==> config.mk <==
export PLATFORM = sky130hd
export DESIGN_NAME = mem_arbiter_flat
export DESIGN_NICKNAME = d
export VERILOG_FILES = /design/src/rtl/mem_arbiter_if.sv /design/src/rtl/mem_arbiter.sv /design/src/flat_wrapper.sv
export SDC_FILE = /design/constraint.sdc
export NUM_CORES = 1
export LEC_CHECK = 0
export BUFFER_PORTS_ARGS = -buffer_cell sky130_fd_sc_hd__buf_2
export CAP_MARGIN = 20
export CELL_PAD_IN_SITES_DETAIL_PLACEMENT = 1
export CELL_PAD_IN_SITES_GLOBAL_PLACEMENT = 2
export CORE_ASPECT_RATIO = 1.4
export CORE_MARGIN = 1
export CORE_UTILIZATION = 22
export DETAILED_ROUTE_END_ITERATION = 16
export GPL_ROUTABILITY_DRIVEN = 0
export HOLD_SLACK_MARGIN = 0.06
export PLACE_DENSITY = 0.77
export SYNTH_ARGS = -nofsm -noshare
export SYNTH_HDL_FRONTEND = slang
export SYNTH_SLANG_ARGS = --single-unit
==> constraint.sdc <==
create_clock -name clk -period 1.59 [get_ports clk]
set_input_delay 0.2385 -clock clk [delete_from_list [all_inputs] [get_ports clk]]
set_output_delay 0.2385 -clock clk [all_outputs]
set_load 0.05 [all_outputs]
==> src/rtl/mem_arbiter_if.sv <==
// mem_arbiter_if: bundles both requester ports and the shared RAM port of mem_arbiter.
// master = requesters plus RAM read data (bench side), slave = the arbiter.
interface mem_arbiter_if #(parameter int WIDTH = 32);
    logic             i_req_valid;
    logic             i_req_ready;
    logic [WIDTH-1:0] i_addr;
    logic             i_resp_valid;
    logic [WIDTH-1:0] i_rdata;
    logic             d_req_valid;
    logic             d_req_ready;
    logic [WIDTH-1:0] d_addr;
    logic             d_we;
    logic [WIDTH-1:0] d_wdata;
    logic [3:0]       d_be;
    logic             d_resp_valid;
    logic [WIDTH-1:0] d_rdata;
    logic [WIDTH-1:0] ram_addr;
    logic             ram_we;
    logic [WIDTH-1:0] ram_wd;
    logic [3:0]       ram_be;
    logic [WIDTH-1:0] ram_rd;

    modport master (
        output i_req_valid, i_addr, d_req_valid, d_addr, d_we, d_wdata, d_be, ram_rd,
        input  i_req_ready, i_resp_valid, i_rdata, d_req_ready, d_resp_valid, d_rdata,
               ram_addr, ram_we, ram_wd, ram_be
    );

    modport slave (
        input  i_req_valid, i_addr, d_req_valid, d_addr, d_we, d_wdata, d_be, ram_rd,
        output i_req_ready, i_resp_valid, i_rdata, d_req_ready, d_resp_valid, d_rdata,
               ram_addr, ram_we, ram_wd, ram_be
    );
endinterface

==> src/rtl/mem_arbiter.sv <==
// mem_arbiter: round-robin arbiter sharing one synchronous-read RAM between fetch and data ports.
// One transaction at a time: IDLE (accept) -> ACCESS (drive RAM) -> RESP (return data).
module mem_arbiter #(
    parameter int WIDTH = 32
) (
    input logic          clk,
    input logic          rst_n,
    mem_arbiter_if.slave bus
);
    typedef enum logic [1:0] {IDLE, ACCESS, RESP} state_t;

    state_t           state_q, state_d;
    logic             last_d_q;
    logic             we_q;
    logic [WIDTH-1:0] addr_q, wd_q;
    logic [3:0]       be_q, ram_be_q;
    logic             ram_we_q, i_resp_q, d_resp_q;
    logic             grant_i, grant_d, accept;

    // last_d_q doubles as the owner of the in-flight transaction
    always_comb begin
        grant_i = (state_q == IDLE) && bus.i_req_valid && (!bus.d_req_valid || last_d_q);
        grant_d = (state_q == IDLE) && bus.d_req_valid && !grant_i;
        accept  = grant_i || grant_d;
        state_d = accept ? ACCESS : (state_q == ACCESS) ? RESP : IDLE;
    end

    always_ff @(posedge clk or negedge rst_n) begin
        if (!rst_n) begin
            state_q  <= IDLE;
            last_d_q <= 1'b1;
            we_q     <= 1'b0;
            addr_q   <= '0;
            wd_q     <= '0;
            be_q     <= '0;
            ram_we_q <= 1'b0;
            ram_be_q <= '0;
            i_resp_q <= 1'b0;
            d_resp_q <= 1'b0;
        end else begin
            state_q <= state_d;
            if (accept) begin
                last_d_q <= grant_d;
                addr_q   <= grant_d ? bus.d_addr : bus.i_addr;
                we_q     <= grant_d && bus.d_we;
                wd_q     <= grant_d ? bus.d_wdata : '0;
                be_q     <= grant_d ? bus.d_be : 4'b0000;
            end
            ram_we_q <= grant_d && bus.d_we;
            ram_be_q <= grant_d ? bus.d_be : 4'b0000;
            i_resp_q <= (state_q == ACCESS) && !last_d_q;
            d_resp_q <= (state_q == ACCESS) && last_d_q;
        end
    end

    assign bus.i_req_ready  = grant_i;
    assign bus.d_req_ready  = grant_d;
    assign bus.ram_addr     = addr_q;
    assign bus.ram_wd       = wd_q;
    assign bus.ram_we       = ram_we_q;
    assign bus.ram_be       = ram_be_q;
    assign bus.i_resp_valid = i_resp_q;
    assign bus.d_resp_valid = d_resp_q;
    assign bus.i_rdata      = i_resp_q ? bus.ram_rd : '0;
    assign bus.d_rdata      = (d_resp_q && !we_q) ? bus.ram_rd : '0;
endmodule

==> src/flat_wrapper.sv <==
// flat-port wrapper written by rule: the top's interface ports become plain ports
module mem_arbiter_flat 
#(
    parameter int WIDTH = 32
)
  (clk, rst_n, bus_i_req_valid, bus_i_addr, bus_d_req_valid, bus_d_addr, bus_d_we, bus_d_wdata, bus_d_be, bus_ram_rd, bus_i_req_ready, bus_i_resp_valid, bus_i_rdata, bus_d_req_ready, bus_d_resp_valid, bus_d_rdata, bus_ram_addr, bus_ram_we, bus_ram_wd, bus_ram_be);
  mem_arbiter_if #(.WIDTH(WIDTH)) bus_i ();
  input logic clk;
  input logic rst_n;
  input wire logic [$bits(bus_i.i_req_valid)-1:0] bus_i_req_valid;
  input wire logic [$bits(bus_i.i_addr)-1:0] bus_i_addr;
  input wire logic [$bits(bus_i.d_req_valid)-1:0] bus_d_req_valid;
  input wire logic [$bits(bus_i.d_addr)-1:0] bus_d_addr;
  input wire logic [$bits(bus_i.d_we)-1:0] bus_d_we;
  input wire logic [$bits(bus_i.d_wdata)-1:0] bus_d_wdata;
  input wire logic [$bits(bus_i.d_be)-1:0] bus_d_be;
  input wire logic [$bits(bus_i.ram_rd)-1:0] bus_ram_rd;
  output wire logic [$bits(bus_i.i_req_ready)-1:0] bus_i_req_ready;
  output wire logic [$bits(bus_i.i_resp_valid)-1:0] bus_i_resp_valid;
  output wire logic [$bits(bus_i.i_rdata)-1:0] bus_i_rdata;
  output wire logic [$bits(bus_i.d_req_ready)-1:0] bus_d_req_ready;
  output wire logic [$bits(bus_i.d_resp_valid)-1:0] bus_d_resp_valid;
  output wire logic [$bits(bus_i.d_rdata)-1:0] bus_d_rdata;
  output wire logic [$bits(bus_i.ram_addr)-1:0] bus_ram_addr;
  output wire logic [$bits(bus_i.ram_we)-1:0] bus_ram_we;
  output wire logic [$bits(bus_i.ram_wd)-1:0] bus_ram_wd;
  output wire logic [$bits(bus_i.ram_be)-1:0] bus_ram_be;
  assign bus_i.i_req_valid = bus_i_req_valid;
  assign bus_i.i_addr = bus_i_addr;
  assign bus_i.d_req_valid = bus_d_req_valid;
  assign bus_i.d_addr = bus_d_addr;
  assign bus_i.d_we = bus_d_we;
  assign bus_i.d_wdata = bus_d_wdata;
  assign bus_i.d_be = bus_d_be;
  assign bus_i.ram_rd = bus_ram_rd;
  assign bus_i_req_ready = bus_i.i_req_ready;
  assign bus_i_resp_valid = bus_i.i_resp_valid;
  assign bus_i_rdata = bus_i.i_rdata;
  assign bus_d_req_ready = bus_i.d_req_ready;
  assign bus_d_resp_valid = bus_i.d_resp_valid;
  assign bus_d_rdata = bus_i.d_rdata;
  assign bus_ram_addr = bus_i.ram_addr;
  assign bus_ram_we = bus_i.ram_we;
  assign bus_ram_wd = bus_i.ram_wd;
  assign bus_ram_be = bus_i.ram_be;
  mem_arbiter #(.WIDTH(WIDTH)) u_core (.clk(clk), .rst_n(rst_n), .bus(bus_i));
endmodule
Yosys cells after proc, flatten, opt, wreduce, memory -nomap -nowiden
Cells that the tools add are included.
{ "op_classes": {"n_eq_ne": 1, "n_mux": 7, "reduce_logical": 15} }
{ "op_table": {"columns": ["cell", "count"], "rows": [
  ["two-way mux 32 bit", 4],
  ["logical AND 1 bit", 8],
  ["logical NOT 1 bit", 4],
  ["two-way mux 2 bit", 2],
  ["two-way mux 4 bit", 1],
  ["equality test 2 x 1 -> 1 bit (second input constant)", 1],
  ["logical NOT 2 bit", 1],
  ["logical OR 1 bit", 2]
]} }
{ "word_totals": {"reg_bits": 75, "inputBits": 137, "output_inout_bits": 137, "wordCells": 32} }

Depth between registers and ports, before layout
Gate-level depths: netlist (run 1).
{ "depth": {"depth_word": 7, "depth_mapped": 7, "mapped_depth_nobuf": 3} }

Worst setup path before layout (run 1)
OpenSTA, ideal clock, no wires.
{ "synth_path": {"path_kind": "register to output", "from": "reg u_core.last_d_q", "to": "out bus_i_req_ready", "t_arrival_ps": 1579, "required_ps": 1351, "setup_slack_ps": -227, "stages_incl_launch_ff": 5, "n_path_buf": 2, "path_cell_list": "dfstp_2 > nand2b_1 > clkbuf_1 > clkbuf_1 > and3_1"} }
{ "synth_via": {"elab_chain_cells": 2} }
{ "synth_lines": {"columns": ["item", "line_no", "source"], "rows": [
  ["start: declaration", "mem_arbiter.sv:13", "logic last_d_q;"],
  ["start signal: assignment", "mem_arbiter.sv:43", "last_d_q <= grant_d;"],
  ["logical OR 1 bit", "mem_arbiter.sv:22", "grant_i = (state_q == IDLE) && bus.i_req_valid && (!bus.d_req_valid || last_d_q);"],
  ["logical AND 1 bit", "mem_arbiter.sv:22", null],
  ["end: declaration", "flat_wrapper.sv:18", "output wire logic [$bits(bus_i.i_req_ready)-1:0] bus_i_req_ready;"]
]} }
Every way passes these cells.

Worst setup path in the final report (run 1)
{ "layout_path": {"from": "reg u_core.state_q[0]", "to": "out bus_d_req_ready"} }
{ "layout_via": {"elab_chain_cells": 5, "word_cells_on_any_way": 6, "classes_between": "6 x reduce/logical"} }
{ "layout_lines": {"columns": ["item", "line_no", "source"], "rows": [
  ["start: declaration", "mem_arbiter.sv:12", "state_t state_q, state_d;"],
  ["start signal: assignment", "mem_arbiter.sv:41", "state_q <= state_d;"],
  ["logical NOT 2 bit *", "mem_arbiter.sv:22, mem_arbiter.sv:23", null],
  ["logical AND 1 bit (2 in series)", "mem_arbiter.sv:22", null],
  ["logical NOT 1 bit", "mem_arbiter.sv:23", "grant_d = (state_q == IDLE) && bus.d_req_valid && !grant_i;"],
  ["logical AND 1 bit *", "mem_arbiter.sv:23", null],
  ["end: declaration", "flat_wrapper.sv:21", "output wire logic [$bits(bus_i.d_req_ready)-1:0] bus_d_req_ready;"]
]} }
Mark *: on every way between the ends. The rest lies on a longest branch, timed or not.

==> results by group, run 1 <==
Global route
  – Initial antenna violation count: 3
  – Total gr overflow: 0
  – First-pass GRT wire length: around 23 mm
  – All-Layer GR Usage: between 15 and 20%
  – Vias in the first global route: about 4.2k
  – Largest net degree at the start of global routing: 47

Drt
  – Antenna-violating nets left: 0
  – Routed WL per cell: 18.2 um
  – DR pass1 iterations: 4
  – DR vias/cell: 4.78
  – DRT Wirelength: roughly 15 mm
  – Via count: approximately 4.0k
  – Residual DRC: 0
  – DR iter-0 viols: about 150

STA
  – PnR worst setup slack: -0.121 ns
  – Tmin final: roughly 1.7 ns
  – Max Clock Freq: ~580 MHz
  – Final count of hold timing violations: 0
  – Setup TNS: -2.03 ns
  – Final setup fails: 34
  – Worst Clk Skew: 0.0101 ns
  – Final period util: 108%
  – Max Slew Vio Count: 0
  – Slew @ Worst Pin: slightly below 0.5 ns
  – RSZ-0062 raised after global routing: true
  – Hold slack final: between 0.1 and 0.15 ns
  – Rel. slew slack: 67.9%

Critical path
  – RR Endpoint: u_core.bus.ram_wd[14]$_DFFE_PN0P_
  – CP Data Arrival Time: 1.47 ns
  – Worst R2R Setup Slack: about 0.020 ns
  – Crit start category: flip-flop
  – Reg2reg start: u_core.state_q[0]$_DFF_PN0_
  – R2R depth: 5
  – Worst Path Max Fanout: 4
  – Worst setup startpoint: u_core.state_q[0]$_DFF_PN0_
  – Req. time, crit path: 1.35 ns
  – CP Capture Type: primary output
  – Worst setup path end: bus_d_req_ready
  – Worst Setup Path Type: reg2out

Placement
  – # port buffers: ~270
  – Placed standard-cell area: 0.00549 mm^2
  – Dpl hpwl: about 11 mm

Floorplanning
  – Row count: 56
  – DIE WIDTH: approximately 110 um
  – Die area: 0.0177 mm^2
  – Ports: roughly 270
  – Core area: 0.0167 mm^2
  – Initial Util: 22.5%
  – Die Height: between 150 and 200 um

Hold path
  – Worst min-delay path class: in2reg
  – HP Start: bus_d_be[3]

Layout
  – Synth-to-layout area growth: 66.3%
  – Layout cells sized above 1: between 50% and 60%
  – Design area: roughly 0.0063 mm^2
  – Nets@finish: approximately 770

Synth
  – Distinct cell type count after synthesis: 21
  – Top post-synthesis cells by area: dfrtp_1 (49%), and2_1 (12%), a311o_1 (8.5%), a22o_1 (7.7%), o2bb2ai_1 (7.4%)
  – Register area share after synthesis: roughly half
  – Area leader, netlist: dfrtp_1
  – Syn Nets: about 500
  – Mapped Avg Cell Area: ~10 um^2
  – Post-synth top area share: 49.1%
  – Synthesized area: roughly 0.0038 mm^2
  – FF+latch count, synth: between 70 and 80
  – Syn. warnings: 0
  – Synth Instances: 361

Clock network
  – Clk root buf: clkbuf_16
  – CTS Buf Count: 9
  – Clk pin slew, worst setup/hold paths: roughly 0.070 ns
  – Clk buf depth: 2
  – Htree depth: 3
  – Clock Sink Count: 75
  – CTS tree: built
  – Clk Latency, worst-skew pair: approximately 0.34 ns

Power
  – VDD IR-drop max: around 0.00090 V
  – Pwr dens: between 2000 and 2500 mW/mm^2
  – Overall power: 14,200 uW
  – Static leakage: around 0.0033 uW

Outcome
  – Failing checks: setup timing
  – Run status: finished, violations left

Job
  – Max Cap Violations: 0
==> report_power, final <==
part           internal, uW  switching [uW]  total [uW]  leakage [uW]
logic                  2920            6170        9090       0.00219
clock network          1050             861        1910      0.000135
registers              2730             449        3180      0.000935
==> cell families after synthesis <==
| family | after synthesis | share of synthesized area (%) |
|---|---|---|
| compound gates | 100 | 24.0 |
| simple gates | 113 | 18.0 |
| flops | 75 | 49.8 |
| buf+inv | 73 | 8.23 |
==> synth_stat cells, drive strengths merged <==
library cell   n
a21oi          2
a22o          33
a311o         32
and2          71
and3           1
buf           17
clkbuf        23
dfrtp         74
dfstp          1
inv           33
nand2b         1
nor2           3
nor2b          3
nor3          32
o21ai          1
o2bb2ai       32
or2            1
or3b           1
==> sequential cells by signal (all words and copies together), names as in the netlist <==
| name | cells |
|---|---|
| u_core.bus.ram_we | 1 |
| u_core.bus.i_resp_valid | 1 |
| u_core.state_q | 2 |
| u_core.bus.ram_wd | 32 |
| u_core.bus.ram_be | 4 |
| u_core.last_d_q | 1 |
| u_core.we_q | 1 |
| u_core.bus.d_resp_valid | 1 |
| u_core.bus.ram_addr | 32 |
==> critical path, stage by stage (launching register included) <==
cell and delay (ns):
dfrtp_1 0.41, or3b_4 0.42, nor2_8 0.15, buf_8 0.15
==> metal layers <==
| metal | track usage, % | routed length, um |
|---|---|---|
| met1 | 18.1 | 5620 |
| met2 | 31.5 | 8340 |
| met3 | 3.27 | 808 |
| met4 | 8.32 | 537 |
| met5 | 0 | 0 |
==> worst min-delay path by stage <==
| stage | to | cells past startpoint |
|---|---|---|
| CTS | u_core.bus.ram_be[3]$_DFF_PN0_ | 2 |
| floorplan | u_core.bus.d_resp_valid$_DFF_PN0_ | 0 |
| finish | u_core.bus.ram_be[3]$_DFF_PN0_ | 2 |
| detailed placement | u_core.bus.ram_addr[12]$_DFFE_PN0P_ | 1 |
| global route | u_core.bus.ram_be[3]$_DFF_PN0_ | 2 |
| global placement | u_core.bus.ram_addr[12]$_DFFE_PN0P_ | 1 |
==> cell type report <==
| class | instances | area (um^2) |
|---|---|---|
| timing repair buffer | 299 | 2040 |
| tap | 203 | 254 |
| clock buffer | 9 | 225 |
| antenna | 3 | 7.51 |
| sequential | 75 | 1880 |
| clock inverter | 7 | 45.0 |
| inverter | 33 | 124 |
| fill | 1958 | 10500 |
| multi-input combinational | 213 | 1700 |
==> through the flow <==
stage | utilization, % | setup slack, ns | cells
2_1_floorplan | - | -0.0555 | 361
4_1_cts | 36.3 | -0.150 | 836
3_5_place_dp | 32.8 | -0.0220 | 815
6_report | 37.5 | -0.121 | 842
3_3_place_gp | 32.8 | 0.0597 | 815
5_1_grt | 37.5 | -0.168 | 842
==> repair_timing <==
item | 4_1_cts | 5_1_grt
pin swaps | 0 | 40
endpoints found under the hold margin | 28 | 0
setup buffers | 3 | 2
gates resized for setup | 83 | 64
endpoints found under the setup margin | 71 | 84
hold buffers | 1 | 0
cloned | 1 | 1
==> cell usage in the layout (no fill, tap or decap), drive strengths merged <==
master         n
a21oi          2
a22o          33
a311o         32
and2          71
and3           1
buf          277
clkbuf        30
clkinv         6
clkinvlp       1
dfrtp         74
dfstp          1
diode          3
dlygate4sd3    1
inv           33
nand2b         1
nor2           3
nor2b          3
nor3          32
o21ai          1
o2bb2ai       32
or2            1
or3b           1
No activity file was read; power rests on OpenSTA's default activity.
==> run 2: changes to the inputs <==
--- a/config.mk
+++ b/config.mk
@@ -19,3 +19,4 @@
 export SYNTH_ARGS = -nofsm -noshare
 export SYNTH_HDL_FRONTEND = slang
 export SYNTH_SLANG_ARGS = --single-unit
+export TNS_END_PERCENT = 10
==> results by group, run 2 (synthesized netlist as in run 1, its figures left out) <==
Clock network
  – Clk root buf: clkbuf_16
  – Clk Latency, worst-skew pair: 0.34 ns (about the same)
  – CTS tree: built
  – Clock Sink Count: 75 (unchanged)
  – CTS Buf Count: 9 (unchanged)
  – Clk buf depth: 2 (unchanged)
  – Htree depth: 3 (unchanged)
  – Clk pin slew, worst setup/hold paths: 0.07 ns (about the same)

Critical path
  – CP Data Arrival Time: 1.47 ns (about the same)
  – Worst R2R Setup Slack: 0.01 ns (about the same)
  – CP Capture Type: primary output
  – Req. time, crit path: 1.35 ns (about the same)
  – Crit start category: flip-flop
  – Worst Path Max Fanout: 3 (-1)
  – Worst Setup Path Type: reg2out

Floorplanning
  – Initial Util: 22.5% (unchanged)
  – Die Height: 157 um (unchanged)
  – DIE WIDTH: 113 um (unchanged)
  – Ports: 274 (unchanged)
  – Die area: 0.0177 mm^2 (unchanged)
  – Row count: 56 (unchanged)
  – Core area: 0.0167 mm^2 (unchanged)

Global route
  – All-Layer GR Usage: 16.9% (about the same)
  – Initial antenna violation count: 3 (unchanged)
  – Vias in the first global route: 4,203 (-0.57%)
  – First-pass GRT wire length: 23.0 mm (-0.15%)
  – Largest net degree at the start of global routing: 47 (unchanged)
  – Total gr overflow: 0 (unchanged)

Drt
  – Routed WL per cell: 18.1 um (-0.15%)
  – Via count: 4,028 (+0.099%)
  – DRT Wirelength: 15.2 mm (-0.39%)
  – DR iter-0 viols: 145 (-4.6%)
  – DR vias/cell: 4.80 (+0.34%)
  – DR pass1 iterations: 4 (unchanged)
  – Antenna-violating nets left: 0 (unchanged)
  – Residual DRC: 0 (unchanged)

Hold path
  – Worst min-delay path class: in2reg

Layout
  – Nets@finish: 766 (-0.26%)
  – Commonest non-fill, non-tap cell in the layout: buf_2
  – # fillers: 1,962 (+0.20%)
  – Util after Layout: 37.0% (-0.46 points)
  – Synth-to-layout area growth: 64.3%
  – Most frequent cells in the layout: buf_2 (216), dfrtp_1 (73), and2_1 (38)
  – Layout Cells excl Fill: 840 (-0.24%)
  – Layout cells sized above 1: 56.5% (-0.29 points)

STA
  – Rel. slew slack: 67.8% (-0.11 points)
  – Worst Clk Skew: 0.0115 ns (+0.00142 ns)
  – Max Slew Vio Count: 0 (unchanged)
  – PnR worst setup slack: -0.123 ns (-0.00170 ns)
  – Max Clock Freq: 584 MHz (about the same)
  – Hold slack final: 0.0998 ns (-0.00473 ns)
  – Final setup fails: 34 (unchanged)
  – Final count of hold timing violations: 0 (unchanged)
  – Slew @ Worst Pin: 0.483 ns (+0.00170 ns)
  – Tmin final: 1.71 ns (+0.00170 ns)
  – RSZ-0062 raised after global routing: true
  – Final period util: 108% (about the same)

Job
  – Max Cap Violations: 0 (unchanged)

Placement
  – Worst slack at placement: -0.0220 ns (unchanged)
  – Placed cells: 815 (unchanged)
  – Dpl hpwl: 10.9 mm (unchanged)
  – # port buffers: 273 (unchanged)

Power
  – Clock share of power: 13.6% (about the same)
  – Switching Share: 53.1% (+0.34 points)
  – Static leakage: 0.00322 uW (-0.96%)
  – Gate power share: 63.7% (-0.4 points)
  – Int Pwr: 6600 uW (-1.6%)
  – VDD IR-drop max: 0.000907 V (+0.45%)
  – Net switching power: 7460 uW (-0.21%)
  – Overall power: 14,100 uW (-0.85%)
  – Pwr dens: 2270 mW/mm^2 (+0.37%)
  – Sequential Power Share: 22.6% (+0.2 points)

Outcome
  – Failing checks: setup timing
  – Run status: finished, violations left
==> run 2: cell count changes in the layout (fill, tap and decap cells not counted) <==
cell,delta
and2_1,+1
and2_2,+11
and2_4,-12
buf_4,-2
buf_6,+12
buf_8,-12
==> run 2: timing repair <==
action	CTS	global route
cloned	1	1
pin swaps	0	29
gates resized for setup	83	40
hold endpoints to repair	28	0
hold buffers	1	0
buffers inserted	1	2
endpoints found under the setup margin	71	99
==> run 2: final timing paths <==
check | from | end | depth (start not counted)
worst min register to register | u_core.bus.ram_addr[13]$_DFFE_PN0P_ | u_core.bus.ram_addr[13]$_DFFE_PN0P_ | 1
worst min-delay path | bus_d_be[3] | u_core.bus.ram_be[3]$_DFF_PN0_ | 2
worst max register to register | u_core.state_q[1]$_DFF_PN0_ | u_core.bus.ram_wd[14]$_DFFE_PN0P_ | 5
min in group asynchronous | rst_n | u_core.bus.ram_addr[18]$_DFFE_PN0P_ | 2
worst max-delay path | u_core.state_q[1]$_DFF_PN0_ | bus_d_req_ready | 3
max in group asynchronous | rst_n | u_core.bus.ram_addr[5]$_DFFE_PN0P_ | 3
==> run 2: through the flow <==
| step | cell area (um^2) | TNS, ns |
|---|---|---|
| floorplan | 3810 | -0.0555 |
| global placement | 5490 | 0 |
| detailed placement | 5490 | -0.0468 |
| CTS | 6060 | -3.01 |
| global route | 6200 | -5.85 |
| finish | 6200 | -2.09 |
==> run 2: area by class of cell <==
class                      instances  area, um^2  share of cell area, %
timing repair buffer             297        1980                   31.9
sequential                        75        1880                   30.3
multi-input combinational        213        1680                   27.2
tap                              203         254                   4.10
clock buffer                       9         225                   3.63
inverter                          33         124                   2.00
clock inverter                     7        45.0                  0.727
antenna                            3        7.51                  0.121
==> run 2: power by group through the flow <==
stage          combinational [uW]  clock (uW)  sequential, uW
2_1_floorplan                3530           0            5740
3_3_place_gp                 8230           0            3180
3_5_place_dp                 8400           0            3190
4_1_cts                      8850        1980            3190
5_1_grt                      9380        2040            3290
6_report                     8950        1920            3180
==> run 2: worst max-delay path, cell delays in order (launching register included) <==
cell	delay, ns
dfrtp_1	0.39
or3b_4	0.44
nor2_8	0.15
buf_8	0.15
==> run 2: layer usage <==
layer	vias up	GRT usage, %	wire length [um]
li1	1828	-	-
met1	1989	18.3	5700
met2	179	31.3	8220
met3	32	3.23	780
met5	-	0	0
met4	0	8.25	537
